## config.mk

```make
export PLATFORM = sky130hd
export DESIGN_NAME = mips_multicycle_core
export DESIGN_NICKNAME = d
export VERILOG_FILES = /design/src/rtl/mips_multicycle_core.sv
export SDC_FILE = /design/constraint.sdc
export NUM_CORES = 2
export LEC_CHECK = 0
export CAP_MARGIN = 10
export CORE_MARGIN = 3
export CORE_UTILIZATION = 35
export CTS_BUF_LIST = sky130_fd_sc_hd__clkbuf_4
export CTS_CLUSTER_DIAMETER = 30
export DETAILED_ROUTE_END_ITERATION = 12
export DONT_BUFFER_PORTS = 1
export SLEW_MARGIN = 20
export SYNTH_ARGS = -nofsm -noshare
export SYNTH_HDL_FRONTEND = slang
export SYNTH_SLANG_ARGS = --single-unit
```

## constraint.sdc

```tcl
create_clock -name clock -period 7.04 [get_ports clock]
set_input_delay 0.704 -clock clock [delete_from_list [all_inputs] [get_ports clock]]
set_output_delay 0.704 -clock clock [all_outputs]
set_load 0.02 [all_outputs]
```

## src/rtl/mips_multicycle_core.sv

```systemverilog
// Multi-cycle MIPS core (add/sub/and/or/slt, addi, lw, sw, beq, j) on one req/ack memory port; FETCH/MEMRD/MEMWR stall while ack=0.
// Define MIPS_MC_PERF_CNT_EN to add the cycle_cnt/retired_cnt performance counter ports.
module mips_multicycle_core #(
  parameter int                ADDR_W   = 32,
  parameter logic [ADDR_W-1:0] RESET_PC = '0,
  parameter int                TEST_W   = 16
) (
  input  logic              clock,
  input  logic              reset,
  output logic              mem_req,
  output logic              mem_we,
  output logic [ADDR_W-1:0] mem_addr,
  output logic [31:0]       mem_wdata,
  input  logic [31:0]       mem_rdata,
  input  logic              mem_ack,
  output logic [TEST_W-1:0] test_value,
  output logic              halted
`ifdef MIPS_MC_PERF_CNT_EN
  ,
  output logic [31:0]       cycle_cnt,
  output logic [31:0]       retired_cnt
`endif
);

  typedef enum logic [3:0] {
    S_FETCH, S_DECODE, S_EXEC_R, S_WB_R, S_EXEC_I, S_WB_I, S_MEMADR,
    S_MEMRD, S_MEMWB, S_MEMWR, S_BRANCH, S_JUMP, S_HALT
  } state_t;

  localparam int JW = (ADDR_W > 28) ? ADDR_W : 28;

  state_t            state_q, state_d;
  logic [ADDR_W-1:0] pc_q, pc_d;
  logic [31:0]       ir_q, ir_d;
  logic [31:0]       a_q, a_d;
  logic [31:0]       b_q, b_d;
  logic [31:0]       alu_q, alu_d;
  logic [31:0]       mdr_q, mdr_d;
  logic [31:0]       rf_q [32];
  logic [31:0]       rf_d [32];

  logic [5:0]        opcode, funct;
  logic [4:0]        rs, rt, rd;
  logic [31:0]       imm_sext;
  logic [31:0]       alu_r;
  logic              funct_ok;
  logic [JW-1:0]     pc_ext, jump_ext;
  logic [ADDR_W-1:0] pc_jump;
  logic              req_int;
  logic              rf_we;
  logic [4:0]        rf_waddr;
  logic [31:0]       rf_wdata;

  assign opcode   = ir_q[31:26];
  assign rs       = ir_q[25:21];
  assign rt       = ir_q[20:16];
  assign rd       = ir_q[15:11];
  assign funct    = ir_q[5:0];
  assign imm_sext = {{16{ir_q[15]}}, ir_q[15:0]};

  // Jump keeps PC bits above 28 (if any) and truncates for narrow address spaces.
  assign pc_ext   = JW'(pc_q);
  assign jump_ext = (pc_ext & ~JW'(28'hFFF_FFFF)) | JW'({ir_q[25:0], 2'b00});
  assign pc_jump  = ADDR_W'(jump_ext);

  always_comb begin
    alu_r    = '0;
    funct_ok = 1'b1;
    case (funct)
      6'h20:   alu_r = a_q + b_q;
      6'h22:   alu_r = a_q - b_q;
      6'h24:   alu_r = a_q & b_q;
      6'h25:   alu_r = a_q | b_q;
      6'h2A:   alu_r = {31'd0, $signed(a_q) < $signed(b_q)};
      default: funct_ok = 1'b0;
    endcase
  end

  always_comb begin
    state_d   = state_q;
    pc_d      = pc_q;
    ir_d      = ir_q;
    a_d       = a_q;
    b_d       = b_q;
    alu_d     = alu_q;
    mdr_d     = mdr_q;
    rf_we     = 1'b0;
    rf_waddr  = rd;
    rf_wdata  = alu_q;
    req_int   = 1'b0;
    mem_we    = 1'b0;
    mem_addr  = ADDR_W'(alu_q);
    mem_wdata = b_q;
    case (state_q)
      S_FETCH: begin
        req_int  = 1'b1;
        mem_addr = pc_q;
        if (mem_ack) begin
          ir_d    = mem_rdata;
          pc_d    = pc_q + ADDR_W'(32'd4);
          state_d = S_DECODE;
        end
      end
      S_DECODE: begin
        a_d   = rf_q[rs];
        b_d   = rf_q[rt];
        alu_d = 32'(pc_q) + (imm_sext << 2);
        case (opcode)
          6'h00:        state_d = S_EXEC_R;
          6'h08:        state_d = S_EXEC_I;
          6'h23, 6'h2B: state_d = S_MEMADR;
          6'h04:        state_d = S_BRANCH;
          6'h02:        state_d = S_JUMP;
          default:      state_d = S_HALT;
        endcase
      end
      S_EXEC_R: begin
        if (funct_ok) begin
          alu_d   = alu_r;
          state_d = S_WB_R;
        end else begin
          state_d = S_HALT;
        end
      end
      S_WB_R: begin
        rf_we   = 1'b1;
        state_d = S_FETCH;
      end
      S_EXEC_I: begin
        alu_d   = a_q + imm_sext;
        state_d = S_WB_I;
      end
      S_WB_I: begin
        rf_we    = 1'b1;
        rf_waddr = rt;
        state_d  = S_FETCH;
      end
      S_MEMADR: begin
        alu_d   = a_q + imm_sext;
        state_d = (opcode == 6'h2B) ? S_MEMWR : S_MEMRD;
      end
      S_MEMRD: begin
        req_int = 1'b1;
        if (mem_ack) begin
          mdr_d   = mem_rdata;
          state_d = S_MEMWB;
        end
      end
      S_MEMWB: begin
        rf_we    = 1'b1;
        rf_waddr = rt;
        rf_wdata = mdr_q;
        state_d  = S_FETCH;
      end
      S_MEMWR: begin
        req_int = 1'b1;
        mem_we  = 1'b1;
        if (mem_ack) state_d = S_FETCH;
      end
      S_BRANCH: begin
        if (a_q == b_q) pc_d = ADDR_W'(alu_q);
        state_d = S_FETCH;
      end
      S_JUMP: begin
        pc_d    = pc_jump;
        state_d = S_FETCH;
      end
      S_HALT:  state_d = S_HALT;
      default: state_d = S_HALT;
    endcase
  end

  // $0 is never written, so it reads back as zero.
  always_comb begin
    rf_d = rf_q;
    if (rf_we && (rf_waddr != 5'd0)) rf_d[rf_waddr] = rf_wdata;
  end

  always_ff @(posedge clock) begin
    if (reset) begin
      state_q <= S_FETCH;
      pc_q    <= RESET_PC;
      ir_q    <= '0;
      a_q     <= '0;
      b_q     <= '0;
      alu_q   <= '0;
      mdr_q   <= '0;
      rf_q    <= '{default: '0};
    end else begin
      state_q <= state_d;
      pc_q    <= pc_d;
      ir_q    <= ir_d;
      a_q     <= a_d;
      b_q     <= b_d;
      alu_q   <= alu_d;
      mdr_q   <= mdr_d;
      rf_q    <= rf_d;
    end
  end

  // Reset abandons any access in flight immediately, not at the next edge.
  assign mem_req    = req_int && !reset;
  assign halted     = (state_q == S_HALT) && !reset;
  assign test_value = rf_q[2][TEST_W-1:0];

`ifdef MIPS_MC_PERF_CNT_EN
  logic [31:0] cycle_cnt_q, cycle_cnt_d;
  logic [31:0] retired_cnt_q, retired_cnt_d;
  logic        retire;

  always_comb begin
    retire = (state_q == S_WB_R) || (state_q == S_WB_I) || (state_q == S_MEMWB) ||
             (state_q == S_BRANCH) || (state_q == S_JUMP) ||
             ((state_q == S_MEMWR) && mem_ack);
    cycle_cnt_d   = cycle_cnt_q + ((state_q != S_HALT) ? 32'd1 : 32'd0);
    retired_cnt_d = retired_cnt_q + {31'd0, retire};
  end

  always_ff @(posedge clock) begin
    if (reset) begin
      cycle_cnt_q   <= '0;
      retired_cnt_q <= '0;
    end else begin
      cycle_cnt_q   <= cycle_cnt_d;
      retired_cnt_q <= retired_cnt_d;
    end
  end

  assign cycle_cnt   = cycle_cnt_q;
  assign retired_cnt = retired_cnt_q;
`endif

endmodule

```

==> run_results.csv <==
group,metric,value,unit
worst_setup_path,worstSetupEndpointType,"flop",
sta,tightest_slew,1340,ps
synth,synth-seq-cells,1220,
sta,slew_violations,0,
sta,finalClockSkew,116,ps
final_layout,drive_above_1_share,19.7,%
final_layout,area_growth,19.5,%
global_route,grt_pass1_vias,57300,
detailed_routing,first_pass_iters,5,
synth,yosysSeqAreaShare,36.9,%
detailed_routing,drc,0,
floorplan,die_height,441,um
cts,post_cts_resized,0,
cts,clk_latency,1360,ps
synth,synth_fp_nets,6853,
floorplan,die-area,0.194,sq mm
floorplan,dieWidth,441,um
sta,fin_crit,5070,ps
synth,yosys.cell_types.count,87,
detailed_routing,viasPerCell,5.94,
detailed_routing,vias,58000,
job,drv_cap,0,
sta,setup_viol,0,
final_layout,final_common_cell,"nor2_1",
floorplan,row_count,158,
worst_setup_path,crit_arrival,6300,ps
sta,maxSlewHeadroom,10.6,%
final_layout,instances_no_fill,9765,
detailed_routing,wl,241000,um
cts,cts_sinks,1220,
synth,synth_warnings,0,
cts,cts_hold_buf,640,
detailed_routing,drtAntennaViolNets,0,
sta,rsz0062_at_grt,"no",
sta,hold_viol,0,
detailed_routing,routedWlPerCell,24.7,um
synth,ys_async_sr_fraction,0,%
worst_setup_path,start_kind,"flop",
cts,path_clk_slew,70,ps
worst_setup_path,reg2reg_slack,1970,ps
detailed_routing,drtIter0Drc,6259,
placed_design,dp_cells,8556,
worst_setup_path,cp_data_required_time,8270,ps
global_route,grt_max_degree,594,
worst_hold_path,hold_path.class,"in -> reg",
synth,avgSynthCellArea,9.94,sq um
worst_setup_path,crit_fanout,37,
cts,cts_inserted_buffers,342,
global_route,grt-ovfl-total,0,
cts,clock_path_buffers,4,
cts,ctsHtreeMaxLevel,5,
cts,tritoncts,"yes",
power,power.density,296,mW/mm^2
worst_setup_path,crit_type,"reg -> reg",
power,p_leak,26.8,nW
cts,cts-root-buf,"clkbuf_4",
synth,syn_inst,6657,
final_layout,final_nets,7266,
floorplan,io_pins,118,
synth,synth-edff-count,0,
floorplan,core,0.187,sq mm
placed_design,hpwl,142000,um
power,peakVddDrop,0.000238,V
synth,mappedNetlistArea,0.0662,sq mm
floorplan,start_util,35.5,%
synth,synth_flop_cell,"dfxtp_1",
global_route,grt_use_total,24.3,%
placed_design,portBuffers,0,
run_status,status,"finished, final reports clean",
final_layout,fin_util,42.4,%
cts,post_cts_buffers,0,
global_route,antenna_found_initial,6,
sta,fin_setup_tns,0,ps
global_route,grt_first_pass_wirelength,362000,um
placed_design,globalplace.congestion,0.958,
final_layout,final_cell_mix,"nor2_1, dfxtp_1, a211oi_1",
sta,period_share,72.0,%
sta,max_freq,197,MHz
## per-layer routing
layer  vias up  global-route usage, %  share of wire [%]
met1     28600                   31.0                 40
met3       576                   5.81                9.2
met5         -                      0             0.0087
li1      26000                      -                  -
met4         4                   11.4                4.8
met2      2772                   38.8                 46
## worst max-delay path, stage by stage (launching register included)
cell	delay (ps)
dfxtp_1	570
inv_1	130
ha_1	400
or3_4	430
nor3_1	720
nand3_1	140
nor3_1	450
o21ai_1	110
buf_4	240
nand2_1	90
buf_4	360
o21ai_0	150
a32o_1	300
o21ai_1	150
a21oi_1	70
dlygate4sd3_1	620
## state kept, by name (all words and copies together) (netlist names)
name,count
a_q,32
alu_q,32
ir_q,32
mdr_q,32
mem_wdata,32
pc_ext,32
rf_q,1008
state_q,4
test_value,16
## cell usage after synthesis, drive strengths merged, types with 15 or more instances
master	number	area share, %
a311oi	46	0.62
mux2	43	0.73
dfxtp	1220	37
nand3	41	0.31
nor4	15	0.14
nand2b	20	0.19
a221oi	20	0.26
o21ai	134	1.0
clkbuf	575	3.3
nor3	65	0.56
inv	113	0.64
nor2b	48	0.45
xnor2	54	0.71
ha	157	3.0
nand4	20	0.19
a21oi	235	1.8
o22ai	19	0.18
xor2	18	0.24
mux2i	92	1.4
buf	128	0.91
a21o	40	0.45
nand2	333	1.9
a211oi	1060	12
o31ai	15	0.17
and3	16	0.15
o21bai	18	0.20
nor2	1259	7.2
mux4	640	22
a31oi	34	0.40
## power by group
part	internal, mW	leakage, nW	switching (mW)
Combinational	3.32	14.6	5.63
Sequential	7.27	9.85	0.999
Clock	3.12	2.37	3.06
Total	13.7	26.8	9.69
## worst paths after layout
check,from,to,cells past startpoint
min,mem_rdata[4],ir_q[4]$_SDFFE_PP0P_,3
max reg2reg,mem_wdata[11]$_SDFFE_PP0P_,pc_ext[9]$_SDFFE_PP0P_,15
min reg2reg,rf_q[999]$_SDFFE_PP0P_,rf_q[999]$_SDFFE_PP0P_,1
max,mem_wdata[11]$_SDFFE_PP0P_,pc_ext[9]$_SDFFE_PP0P_,15
## layout make-up
type	count	area (sq um)
sequential	1220	24500
multi-input combinational	4619	39200
timing repair buffer	772	8020
tap	2480	3100
antenna	14	35.0
inverter	115	437
clock buffer	468	3510
fill	17900	108000
clock inverter	77	377
## cells by family (layout without fill, tap and decap cells)
group | after synthesis | after routing | share of synthesized area [%]
simple gates | 1871 | 1871 | 11.7
compound gates | 1740 | 1740 | 18.7
flops | 1220 | 1220 | 36.9
buf+inv | 818 | 1432 | 4.82
mux | 775 | 775 | 23.9
fa+ha+maj | 161 | 161 | 3.09
xor+xnor | 72 | 72 | 0.953
other cells | 0 | 14 | 0
## metrics by stage
| stage | total power [mW] | hold slack (ps) | setup slack (ps) | cell area, sq um |
|---|---|---|---|---|
| finish | 23.4 | 209 | 1970 | 79100 |
| global route | 24.5 | 89.2 | 1800 | 79100 |
| CTS | 23.2 | 100 | 2080 | 78800 |
| detailed placement | 16.7 | 465 | 2430 | 68500 |
| global placement | 16.7 | 454 | 2360 | 68200 |
| floorplan | 14.0 | 436 | 3660 | 66200 |
Note: power is estimated with default switching activity, not from simulation.
